### src/rtl/stack_unit.sv
`default_nettype none
// ============================================================================
//  Module     : stack_unit
//  Description: Operand stack for the stack-machine datapath. It provides
//               push, pop and top-of-stack reads, a registered read port,
//               a combinational zero peek, and sticky overflow/underflow flags.
//  Revision   : 1.0 - initial release
// ============================================================================
module stack_unit #(
    parameter  int WIDTH = 8,
    parameter  int DEPTH = 16,
    localparam int CW    = $clog2(DEPTH + 1)
) (
    input  logic             clk,
    input  logic             rst,
    input  logic             stack_push,
    input  logic             stack_pop,
    input  logic             tos,
    input  logic [WIDTH-1:0] d_in,
    output logic [WIDTH-1:0] d_out,
    output logic             zero,
    output logic [CW-1:0]    count,
    output logic             full,
    output logic             empty,
    output logic             overflow,
    output logic             underflow
);

    localparam int          AW       = (DEPTH > 1) ? $clog2(DEPTH) : 1;
    localparam logic [AW-1:0] c_aw_one = AW'(1);
    localparam logic [CW-1:0] c_cw_one = CW'(1);
    localparam logic [CW-1:0] c_depth  = CW'(DEPTH);

    logic [WIDTH-1:0] r_mem [DEPTH];
    logic [CW-1:0]    r_sp;
    logic [WIDTH-1:0] r_d_out;
    logic             r_overflow;
    logic             r_underflow;

    logic [AW-1:0]    w_sp_lo;
    logic [AW-1:0]    w_top_idx;
    logic [WIDTH-1:0] w_top;
    logic             w_full;
    logic             w_empty;
    logic             w_mem_we;
    logic [AW-1:0]    w_mem_idx;

    assign w_sp_lo   = r_sp[AW-1:0];
    // When full, the low bits of sp wrap to 0, so sp-1 still lands on the top slot.
    assign w_top_idx = w_sp_lo - c_aw_one;
    assign w_top     = r_mem[w_top_idx];
    assign w_full    = (r_sp == c_depth);
    assign w_empty   = (r_sp == '0);

    // Storage write port: replace-top, push onto empty, or plain push.
    always_comb begin
        w_mem_we  = 1'b0;
        w_mem_idx = w_sp_lo;
        if (!rst) begin
            if (stack_push && stack_pop) begin
                w_mem_we  = 1'b1;
                w_mem_idx = w_empty ? '0 : w_top_idx;
            end else if (stack_push && !stack_pop && !w_full) begin
                w_mem_we  = 1'b1;
                w_mem_idx = w_sp_lo;
            end
        end
    end

    always_ff @(posedge clk) begin
        if (w_mem_we) begin
            r_mem[w_mem_idx] <= d_in;
        end
    end

    always_ff @(posedge clk) begin
        if (rst) begin
            r_sp        <= '0;
            r_d_out     <= '0;
            r_overflow  <= 1'b0;
            r_underflow <= 1'b0;
        end else if (stack_push && stack_pop) begin
            if (!w_empty) begin
                r_d_out <= w_top;
            end else begin
                r_d_out     <= '0;
                r_underflow <= 1'b1;
                r_sp        <= c_cw_one;
            end
        end else if (stack_pop) begin
            if (!w_empty) begin
                r_d_out <= w_top;
                r_sp    <= r_sp - c_cw_one;
            end else begin
                r_d_out     <= '0;
                r_underflow <= 1'b1;
            end
        end else if (stack_push) begin
            if (!w_full) begin
                r_sp <= r_sp + c_cw_one;
            end else begin
                r_overflow <= 1'b1;
            end
        end else if (tos) begin
            if (!w_empty) begin
                r_d_out <= w_top;
            end else begin
                r_d_out     <= '0;
                r_underflow <= 1'b1;
            end
        end
    end

    assign d_out     = r_d_out;
    assign zero      = !w_empty && (w_top == '0);
    assign count     = r_sp;
    assign full      = w_full;
    assign empty     = w_empty;
    assign overflow  = r_overflow;
    assign underflow = r_underflow;

endmodule
`default_nettype wire
### config.mk
export PLATFORM = sky130hd
export DESIGN_NAME = stack_unit
export DESIGN_NICKNAME = d
export VERILOG_FILES = /design/src/rtl/stack_unit.sv
export SDC_FILE = /design/constraint.sdc
export NUM_CORES = 1
export LEC_CHECK = 0
export ABC_AREA = 1
export BUFFER_PORTS_ARGS = -buffer_cell sky130_fd_sc_hd__buf_2
export CELL_PAD_IN_SITES_DETAIL_PLACEMENT = 1
export CELL_PAD_IN_SITES_GLOBAL_PLACEMENT = 1
export CORE_MARGIN = 2
export CORE_UTILIZATION = 25
export CTS_CLUSTER_SIZE = 12
export DETAILED_ROUTE_END_ITERATION = 6
export PLACE_DENSITY_LB_ADDON = 0.1
export RECOVER_POWER = 100
export SYNTH_ARGS = -nofsm -noshare
export SYNTH_HDL_FRONTEND = slang
export SYNTH_SLANG_ARGS = --single-unit
### constraint.sdc
create_clock -name clk -period 3.83 [get_ports clk]
set_clock_uncertainty 0.1 [all_clocks]
set_input_delay 0.9575 -clock clk [delete_from_list [all_inputs] [get_ports clk]]
set_output_delay 0.9575 -clock clk [all_outputs]
set_load 0.05 [all_outputs]
After elaboration in Yosys (flattened, before gate mapping)
Memories as Yosys holds them, arrays and structs flattened. Cells that the tools add are included.

$add $sub $neg: 3. Multiply operators: 0. Div/mod/pow operators: 0. $lt $le $gt $ge: 0. Equal/unequal tests: 5. Shifts and indexed selects: 0. Muxes and demuxes: 24. Bitwise operators: 2. Reduce and logical (&&, ||, !) cells: 14.

Operators with widths (count): $mux 8 (5); $mux 5 (6); $mux 4 (3); $mux 1 (10); $logic_not 8->1 (1); $reduce_and 4->1 (2); $ne 3x2->1 const B (2); $reduce_bool 3->1 (2); $add 5x1->5 const B (1); $eq 5x5->1 const B (1); $logic_not 5->1 (1); $sub 5x1->5 const B (1); $logic_and 1x1->1 (4); $sub 4x1->4 const B (1); $logic_not 1->1 (3); $ne 3x1->1 const B (1); $ne 2x2->1 const B (1); $not 1->1 (2); $reduce_and 2->1 (1).

Flip-flop bits (word level): 15. Latch bits: 0. RAM bits: 128. ROM bits: 0. Bits of input ports: 13. Output and inout bits: 18. Memories: 1.

Memory list: r_mem (words 16, width 8, rd ports 1, clocked after Yosys merged registers in 0, wr ports 1, RTL line 34) `logic [WIDTH-1:0] r_mem [DEPTH];`.

Depth between registers and ports, before layout
Gate-level depths: netlist of the first run.

Word-level depth: 8. Gate-level depth with buffers: 14. Gate-level depth less buffers: 11.

Least setup slack after synthesis of the first run
OpenSTA, ideal clock, no wires.

Path kind: register to output. From: reg r_sp[0] (netlist: count[0]). To: out zero. Arrival: 3.011 ns. Path slack: -0.239 ns. Stages on the path, launching flop included: 15. Buffers on the path: 3. Cells stage by stage: dfxtp_1 > inv_2 > buf_2 > buf_2 > ha_1 > clkinv_1 > clkbuf_1 > nor2_1 > o21ai_0 > nand3_1 > nand3_1 > nand2_1 > nor2_1 > nand2_1 > nor2_1.

Longest elaborated chain between the ends: 4. Elaborated cells between the ends (all ways): 6.

Ends and longest elaborated chain: from (decl) (RTL line 35) `logic [CW-1:0] r_sp;`; from (signal assigned) (RTL line 88) `r_sp <= c_cw_one;`; from (signal assigned) (RTL line 93) `r_sp <= r_sp - c_cw_one;`; from (signal assigned) (RTL line 100) `r_sp <= r_sp + c_cw_one;`; $sub 4x1->4 (RTL line 50) `assign w_top_idx = w_sp_lo - c_aw_one;`; $mem_v2 16x8; $logic_not 8->1 (RTL line 115) `assign zero = !w_empty && (w_top == '0);`; $logic_and 1x1->1 (*) (RTL line 115); to (decl) (RTL line 21) `output logic zero,`.

Every way passes the cells marked *; elsewhere a longest branch is shown, timed or not.

Final worst setup path of the first run
From: reg r_sp[1] (netlist: count[1]). To: out zero.

Same word-level chain as after synthesis.

==> results of run 1 <==
[cells in the mapped netlist, drive strengths merged]
cell    number
clkbuf       9
o21ai       26
edfxtp     128
clkinv       1
nor3b        1
o21a         1
nand2      171
fa           1
nand3       84
xor2         3
nor2        74
a21oi       15
xnor2        2
buf         14
inv         53
dfxtp       15
ha           5
o22ai        3
[logic make-up after synthesis]
family | synth area share (%)
adder cells (fa/ha/maj) | 1.33
AO/OA/AOI/OAI | 3.80
buffers and inverters | 5.01
AND/OR/NAND/NOR | 22.0
XOR/XNOR | 0.950
flip-flops | 66.9
[critical path: cells and delay by family, from the launching register on]
kind,cells,cell delay (ns)
buffers and inverters,4,0.79
adder cells (fa/ha/maj),1,0.27
flip-flops,1,0.32
AND/OR/NAND/NOR,7,0.68
AO/OA/AOI/OAI,1,0.12
[layer usage]
| metal | GRT usage (%) | vias to the layer above | share of wire [%] |
|---|---|---|---|
| li1 | - | 2124 | - |
| met1 | 19.8 | 2188 | 46 |
| met2 | 25.3 | 56 | 50 |
| met3 | 3.44 | 19 | 2.9 |
| met4 | 4.87 | 0 | 1.4 |
| met5 | 0 | - | 0 |
[area by class of cell]
cell class              count  share of cell area (%)
clock buffers              17                    5.62
clock inverters            14                    2.68
inverters                  54                    2.71
multi-input cells         386                    23.5
flip-flops and latches    143                    54.8
well taps                 324                    5.36
repair buffers             54                    5.29
[stage by stage]
stage | cell area, um^2 | util, % | hold slack [ns]
after floorplan | 6200 | - | 0.582
after global placement | 6840 | 28.1 | 0.350
after detailed placement | 6840 | 28.1 | 0.354
after CTS | 7480 | 30.8 | 0.368
after global routing | 7560 | 31.1 | 0.388
final | 7560 | 31.1 | 0.362
[flip-flops by register name, indices dropped and copies added, names as in the netlist]
register / cells
count: 5
d_out: 8
overflow: 1
r_mem: 128
underflow: 1
[how the worst max path moves through the flow]
| stage | cells after the start | to |
|---|---|---|
| 2_1_floorplan | 14 | zero |
| 3_3_place_gp | 7 | r_mem[6][7] |
| 3_5_place_dp | 7 | r_mem[2][1] |
| 4_1_cts | 10 | zero |
| 5_1_grt | 13 | zero |
| 6_report | 13 | zero |
[repair_timing]
action,4_1_cts,5_1_grt
pin swaps,0,1
buffers inserted,0,1
gates cloned,0,1
resized for setup,2,11
setup endpoints to repair,1,1
[power by group through the flow]
stage,Clock (mW),Combinational (mW),Sequential (mW)
global placement,0,1.62,1.86
finish,1.80,1.67,1.83
global route,1.90,1.85,1.84
floorplan,0,0.899,2.02
CTS,1.85,1.63,1.83
detailed placement,0,1.61,1.86
==> qor.yml, run 1 <==
routing:
  remaining_drc_errors: 0
  totalWireLength_mm: 19.0
  ant_nets: 0
  routedWlPerCell_um: 19.2
  route.detailed.vias_per_inst: 4.42
  firstDrtPassIters: 4
  via_count: 4387
  drtIter0Drc: 258
setup_path:
  crit_slowest_cell: "dfxtp_1"
  cpPeakStageDelay_ns: 0.32
  cp_data_required_time_ns: 2.77
  r2r_slack_ns: 0.91
  worst_r2r_endpoint: "r_mem[0][1]"
  critPathLaunchType: "register"
  worst_setup_path_end_kind: "primary output"
  reg2reg_depth: 10
  crit_path_start: "count[1]"
  regToRegStartpoint: "count[1]"
  worst-endpoint-arrival_ns: 2.60
  most_common_cell_on_crit_path: "nand3_1"
  path_max_fanout: 27
  worst-setup-path-type: "register to primary output"
  path_cells: "inv_1 -> ha_4 -> clkinv_1 -> buf_8 -> nor2_1 -> o21ai_0 -> nand3_1 -> nand3_1 -> nand2_1 -> nor2_1 -> nand3_1 -> nor2_2 -> clkbuf_4"
yosys:
  post_synth_main_area_contributors: "edfxtp_1, nand2_1, nand3_1"
  synthesis.instances: 606
  synth-seq-cells: 143
  synth_cell_type_count: 27
  synth_area_per_cell_um2: 10.2
  synth_top_area_cell: "edfxtp_1"
  yosys_warnings: 0
  syn_area_um2: 6190
  yosysSeqAreaShare_pct: 66.9
  post-synth-top-area-fraction_pct: 62.1
  synth_nets: 625
floorplan:
  die-area_um2: 26000
  fp-row-count: 57
  start_util_pct: 25.5
  die-height_um: 161
  io_pins: 31
  die_wd_um: 161
  core_ar_um2: 24300
sta:
  layout_setup_ws_ns: 0.170
  tns_ns: 0
  timing.slew.headroom_pct: 36.4
  fmaxAchievable_ghz: 0.273
  setup_viol: 0
  max_slew.worst_pin.slew_ns: 0.954
  post-route-min-period_ns: 3.66
  slew_viol_final: 0
  timing.final.hold_violations: 0
  period_share_pct: 95.6
clocking:
  cts_tree: "built"
  number_of_buffers_created_by_cts: 17
  hold_buffers: 0
  clock-root-buffer: "clkbuf_16"
  worst_skew_pair.late_latency_ns: 0.43
  clk_pin_slew_ns: 0.06
  htreeDepth: 4
  cts_buffer_depth: 2
  clkSinkCount: 143
power:
  power_per_cell_area_nw_per_um2: 700
  total_switching_power_mw: 1.92
  total_power_mw: 5.30
  power.share.sequential_pct: 34.6
  power.share.clock_pct: 34.0
  leakagePower_nw: 2.95
  internal_power_mw: 3.38
  comb_power_share_pct: 31.4
  power.share.switching_pct: 36.2
  ir_drop_v: 0.000289
finish:
  area_delta_synth_final_pct: 22.1
  post_route_cells_drive_above_1_share_pct: 13.3
  layout.area.seq_um2: 4150
  nNetsFinal: 675
  layout_commonest_cell: "nand2_1"
  n_antenna_cell: 0
  fin_cells: 992
  multi_input_comb_area_um2: 1780
  filler_cell_count: 2712
  leading_cell_types_in_the_layout_fill_and_taps_excluded: "nand2_1, edfxtp_1, nand3_1, nor2_1, inv_1"
place:
  post-place-cells: 959
  detailedPlacementHpwl_mm: 12.6
  portBuffers: 30
  global_placement_routability_congestion: 0.768
  pre_cts_slack_ns: 0.334
global_routing:
  global_route_total_overflow: 0
  antenna_found_initial: 0
  grt_max_degree: 68
  track_usage_pct: 15.2
  grt_first_pass_wirelength_mm: 28.9
  first_global_vias: 4735
job:
  cap_viol_max_count: 0
outcome:
  status: "finished clean"
worst_hold_path:
  holdCritStartpoint: "d_out[4]"
  hold_path_depth: 2
  holdCritPathClass: "register to register"
  worst_hold_endpoint: "d_out[4]"
Note: power is estimated with default switching activity, not from simulation.
==> run 2, diff against run 1 <==
--- a/config.mk
+++ b/config.mk
@@ -6,7 +6,7 @@
 export NUM_CORES = 1
 export LEC_CHECK = 0
 export ABC_AREA = 1
-export BUFFER_PORTS_ARGS = -buffer_cell sky130_fd_sc_hd__buf_2
+export BUFFER_PORTS_ARGS = -buffer_cell sky130_fd_sc_hd__clkbuf_2
 export CELL_PAD_IN_SITES_DETAIL_PLACEMENT = 1
 export CELL_PAD_IN_SITES_GLOBAL_PLACEMENT = 1
 export CORE_MARGIN = 2
==> run 2 against run 1 <==
Against the previous run: global-route usage is essentially flat; utilization decreased by 0.30 points; non-clock buffer count unchanged; combinational power fell by 3%; die area unchanged; first-iteration DRC count is 8.5% higher; sequential power hardly changed; worst setup slack gained 0.050 ns; total power shrank 3.6%; critical path type unchanged; largest cell class unchanged.
==> qor.yml, run 2 (synthesized netlist as in run 1, its figures left out) <==
floorplan:
  die-area_um2: 26000
  start_util_pct: 25.5
  fp-row-count: 57
  die_wd_um: 161
  die-height_um: 161
  io_pins: 31
  core_ar_um2: 24300
global_routing:
  met2_track_usage_gr_pct: 26.1
  grt_max_degree: 68
  antenna_found_initial: 0
  gr-max-usage-layer: "met2"
  global_route_total_overflow: 0
  grt_util_met1_pct: 20.0
  track_usage_pct: 15.3
  grt_first_pass_wirelength_mm: 29.2
  first_global_vias: 4755
  groute.layer.met3.usage_pct: 2.59
setup_path:
  path_max_fanout: 67
  worst_setup_path_end_kind: "primary output"
  critPathLaunchType: "register"
  r2r_slack_ns: 0.91
  worst-endpoint-arrival_ns: 2.55
  reg2reg_depth: 10
  worst-setup-path-type: "register to primary output"
  cp_data_required_time_ns: 2.77
clocking:
  hold_buffers: 0
  cts_tree: "built"
  clock-root-buffer: "clkbuf_16"
  number_of_buffers_created_by_cts: 17
  clkSinkCount: 143
  clk_pin_slew_ns: 0.07
  htreeDepth: 4
  worst_skew_pair.late_latency_ns: 0.43
  cts_buffer_depth: 2
sta:
  timing.slew.headroom_pct: 31.2
  post-route-min-period_ns: 3.61
  period_share_pct: 94.3
  slew_viol_final: 0
  fmaxAchievable_ghz: 0.277
  timing.final.hold_violations: 0
  setup_viol: 0
  max_slew.worst_pin.slew_ns: 1.03
job:
  cap_viol_max_count: 0
place:
  portBuffers: 30
  detailedPlacementHpwl_mm: 12.6
  placedInstanceArea_um2: 6870
  global_placement_routability_congestion: 0.767
routing:
  firstDrtPassIters: 4
  routedWlPerCell_um: 18.9
  route.detailed.vias_per_inst: 4.41
  via_count: 4384
  drtIter0Drc: 280
  totalWireLength_mm: 18.8
  remaining_drc_errors: 0
  ant_nets: 0
outcome:
  status: "finished clean"
finish:
  post_route_cells_drive_above_1_share_pct: 13.8
  design_area_um2: 7490
  largest-register: "r_mem"
  n_antenna_cell: 0
  nNetsFinal: 675
  number_of_flip_flops_in_the_largest_register: 128
  layout_commonest_cell: "nand2_1"
  area_delta_synth_final_pct: 20.9
  leading_cell_types_in_the_layout_fill_and_taps_excluded: "nand2_1, edfxtp_1, nand3_1, nor2_1, inv_1"
worst_hold_path:
  holdCritPathClass: "register to register"
  hold_path_depth: 2
power:
  leakagePower_nw: 2.91
  total_power_mw: 5.11
  power_per_cell_area_nw_per_um2: 682
  ir_drop_v: 0.000263
-- run 2: changes by cell type in the layout (fill, tap and decap cells not counted), sizes merged --
cell,previous run,this run
buf,44,25
bufinv,4,1
clkbuf,27,46
clkinv,2,6
-- run 2: power breakdown --
group | switching [mW] | total (mW) | internal (mW)
clock | 0.735 | 1.65 | 0.918
sequential | 0.0476 | 1.83 | 1.79
combinational | 1.16 | 1.62 | 0.459
-- run 2: routing by layer --
layer / part of all wire [%] / routed length (um)
met5: 0 / 0
met4: 1.1 / 214
met3: 2.5 / 466
met2: 50 / 9320
met1: 47 / 8760
-- run 2: final cells by class --
| type | count | area, um^2 |
|---|---|---|
| Fill cell | 2724 | 16800 |
| Timing Repair Buffer | 54 | 379 |
| Clock buffer | 17 | 425 |
| Tap cell | 324 | 405 |
| Sequential cell | 143 | 4150 |
| Clock inverter | 15 | 153 |
| Multi-Input combinational cell | 386 | 1780 |
| Inverter | 54 | 203 |
-- run 2: worst paths after layout --
check / end / startpoint
setup / recovery: zero / count[0]
hold / removal: d_out[6] / d_out[6]
setup reg to reg: r_mem[4][2] / count[0]
hold reg to reg: d_out[6] / d_out[6]
-- run 2: per-stage QoR --
stage | util, % | setup slack, ns | hold WS [ns] | TNS [ns] | instances
floorplan | - | 0.175 | 0.582 | 0 | 606
global placement | 28.2 | 0.371 | 0.355 | 0 | 961
detailed placement | 28.2 | 0.352 | 0.361 | 0 | 961
CTS | 30.7 | 0.00260 | 0.372 | 0 | 993
global route | 30.8 | -0.00936 | 0.397 | -0.00936 | 993
finish | 30.8 | 0.220 | 0.370 | 0 | 993
-- run 2: critical path, stage by stage (launching register included) --
cell and delay [ns]:
dfxtp_2 0.33, inv_2 0.18, buf_16 0.31, nand3_1 0.17, nand2_1 0.09, nand2_1 0.22, nand3_1 0.18, nand2_1 0.08
nor2_1 0.11, nand3_1 0.10, nor2_2 0.18, buf_12 0.16
-- run 2: timing repair --
| item | 4_1_cts | 5_1_grt |
|---|---|---|
| gates cloned | 0 | 0 |
| endpoints found under the setup margin | 1 | 1 |
| gates resized for setup | 1 | 9 |
| buffers inserted | 0 | 0 |
| hold endpoints to repair | 0 | 0 |
==> run 3, diff against run 2 <==
--- a/config.mk
+++ b/config.mk
@@ -7,9 +7,11 @@
 export LEC_CHECK = 0
 export ABC_AREA = 1
 export BUFFER_PORTS_ARGS = -buffer_cell sky130_fd_sc_hd__clkbuf_2
+export CAP_MARGIN = 15
 export CELL_PAD_IN_SITES_DETAIL_PLACEMENT = 1
 export CELL_PAD_IN_SITES_GLOBAL_PLACEMENT = 1
-export CORE_MARGIN = 2
+export CORE_ASPECT_RATIO = 0.6
+export CORE_MARGIN = 1.5
 export CORE_UTILIZATION = 25
 export CTS_CLUSTER_SIZE = 12
 export DETAILED_ROUTE_END_ITERATION = 6
==> run 3 against run 2 <==
Against the previous run: cell count is the same; highest routed layer unchanged; critical path type unchanged; first-iteration DRC count shrank 35%; hold slack lost 0.0020 ns; sequential power is essentially flat; total power shrank 0.85%; clock power shrank 7%; via count grew 0.52%.
==> qor.yml, run 3 (synthesized netlist as in run 1, its figures left out) <==
global_routing:
  global_route_total_overflow: 0
  first_global_vias: 4616
  grt_max_degree: 68
  grt_first_pass_wirelength_mm: 29.5
  track_usage_pct: 16.0
  antenna_found_initial: 0
place:
  global_placement_routability_congestion: 0.789
  detailedPlacementHpwl_mm: 12.8
  portBuffers: 30
power:
  ir_drop_v: 0.000331
  total_power_mw: 5.06
  leakagePower_nw: 2.77
  power_per_cell_area_nw_per_um2: 686
floorplan:
  die-area_um2: 25800
  die_wd_um: 206
  core_ar_um2: 24300
  fp-row-count: 44
  start_util_pct: 25.5
  io_pins: 31
  die-height_um: 125
setup_path:
  crit_slowest_cell: "dfxtp_1"
  worst-setup-path-type: "register to primary output"
  worst-endpoint-arrival_ns: 2.54
  path_max_fanout: 27
  path_cells: "inv_2 -> ha_4 -> clkinv_1 -> buf_12 -> nand2_1 -> nand3_1 -> nand3_1 -> nand2_1 -> nor2_1 -> nand3_1 -> nor2_2 -> buf_6"
  regToRegStartpoint: "count[0]"
  cp_data_required_time_ns: 2.77
  critPathLaunchType: "register"
  crit_family: "simple AND/OR/NAND/NOR gates"
  crit_path_start: "count[1]"
  r2r_slack_ns: 0.93
  crit_buf_inv: 4
  worst_r2r_endpoint: "r_mem[5][5]"
  most_common_cell_on_crit_path: "nand3_1"
  worst_setup_path_end_kind: "primary output"
  cpPeakStageDelay_ns: 0.38
  reg2reg_depth: 11
routing:
  via_count: 4407
  drtIter0Drc: 182
  firstDrtPassIters: 4
  routedWlPerCell_um: 19.4
  totalWireLength_mm: 19.3
  route.detailed.vias_per_inst: 4.44
  ant_nets: 0
  remaining_drc_errors: 0
sta:
  post-route-min-period_ns: 3.60
  timing.final.hold_violations: 0
  setup_viol: 0
  max_slew.worst_pin.slew_ns: 0.947
  fmaxAchievable_ghz: 0.278
  rsz0062_at_grt: "false"
  period_share_pct: 94.0
  slew_viol_final: 0
  timing.slew.headroom_pct: 36.9
  tns_ns: 0
clocking:
  cts_tree: "built"
  clock-root-buffer: "clkbuf_16"
  number_of_buffers_created_by_cts: 17
  htreeDepth: 4
  cts_buffer_depth: 2
  clk_pin_slew_ns: 0.06
  worst_skew_pair.late_latency_ns: 0.43
  clkSinkCount: 143
finish:
  layout_commonest_cell: "nand2_1"
  post_route_cells_drive_above_1_share_pct: 8.20
  leading_cell_types_in_the_layout_fill_and_taps_excluded: "nand2_1, edfxtp_1, nand3_1, nor2_1, inv_1"
  number_of_flip_flops_in_the_largest_register: 128
  n_antenna_cell: 0
  nNetsFinal: 678
  area_delta_synth_final_pct: 19.2
  largest-register: "r_mem"
job:
  cap_viol_max_count: 0
worst_hold_path:
  holdCritPathClass: "register to register"
  holdCritStartpoint: "d_out[7]"
  worst_hold_endpoint: "d_out[7]"
  hold_path_depth: 2
outcome:
  status: "finished clean"
run 3: worst max path at each step:
stage / end / cells after the start / slack (ns)
2_1_floorplan: zero / 14 / 0.17
3_3_place_gp: zero / 10 / 0.40
3_5_place_dp: zero / 10 / 0.26
4_1_cts: zero / 12 / 0.03
5_1_grt: zero / 12 / 0.01
6_report: zero / 12 / 0.23
run 3: where the power goes:
group / internal [mW] / switching (mW)
Combinational: 0.502 / 1.19
Clock: 0.875 / 0.654
Sequential: 1.79 / 0.0513
run 3: area by class of cell:
type	instances	area, um^2
Sequential cell	143	4150
Timing Repair Buffer	57	339
Multi-Input combinational cell	386	1760
Tap cell	322	403
Fill cell	2753	16900
Clock inverter	13	100
Inverter	54	203
Clock buffer	18	429
run 3: through the flow:
step	cell area, um^2	hold WS (ns)	instances	utilization, %	setup slack, ns
after floorplan	6200	0.582	606	-	0.175
after global placement	6840	0.360	960	28.2	0.395
after detailed placement	6840	0.359	960	28.2	0.255
after CTS	7400	0.369	991	30.5	0.0269
after global routing	7380	0.387	993	30.4	0.0132
final	7380	0.368	993	30.4	0.229
run 3: timing repair:
| action | in CTS | in global routing |
|---|---|---|
| buffers inserted | 0 | 1 |
| gates cloned | 0 | 1 |
| hold buffers | 0 | 0 |
| gates resized for setup | 5 | 13 |
| pin swaps | 0 | 1 |
| setup endpoints to repair | 1 | 1 |
run 3: metal layers:
layer / wire length [um] / GRT usage [%] / up-vias / share of wire [%]
met2: 7950 / 22.6 / 64 / 41
met4: 193 / 4.22 / 0 / 1.0
li1: - / - / 2136 / -
met5: 0 / 0 / - / 0
met1: 10200 / 24.1 / 2194 / 53
met3: 939 / 3.95 / 13 / 4.9
run 3: worst min-delay path, cell delays in order, from the launching register on:
cell	delay, ns
dfxtp_1	0.31
nand2_1	0.06
a21oi_1	0.06
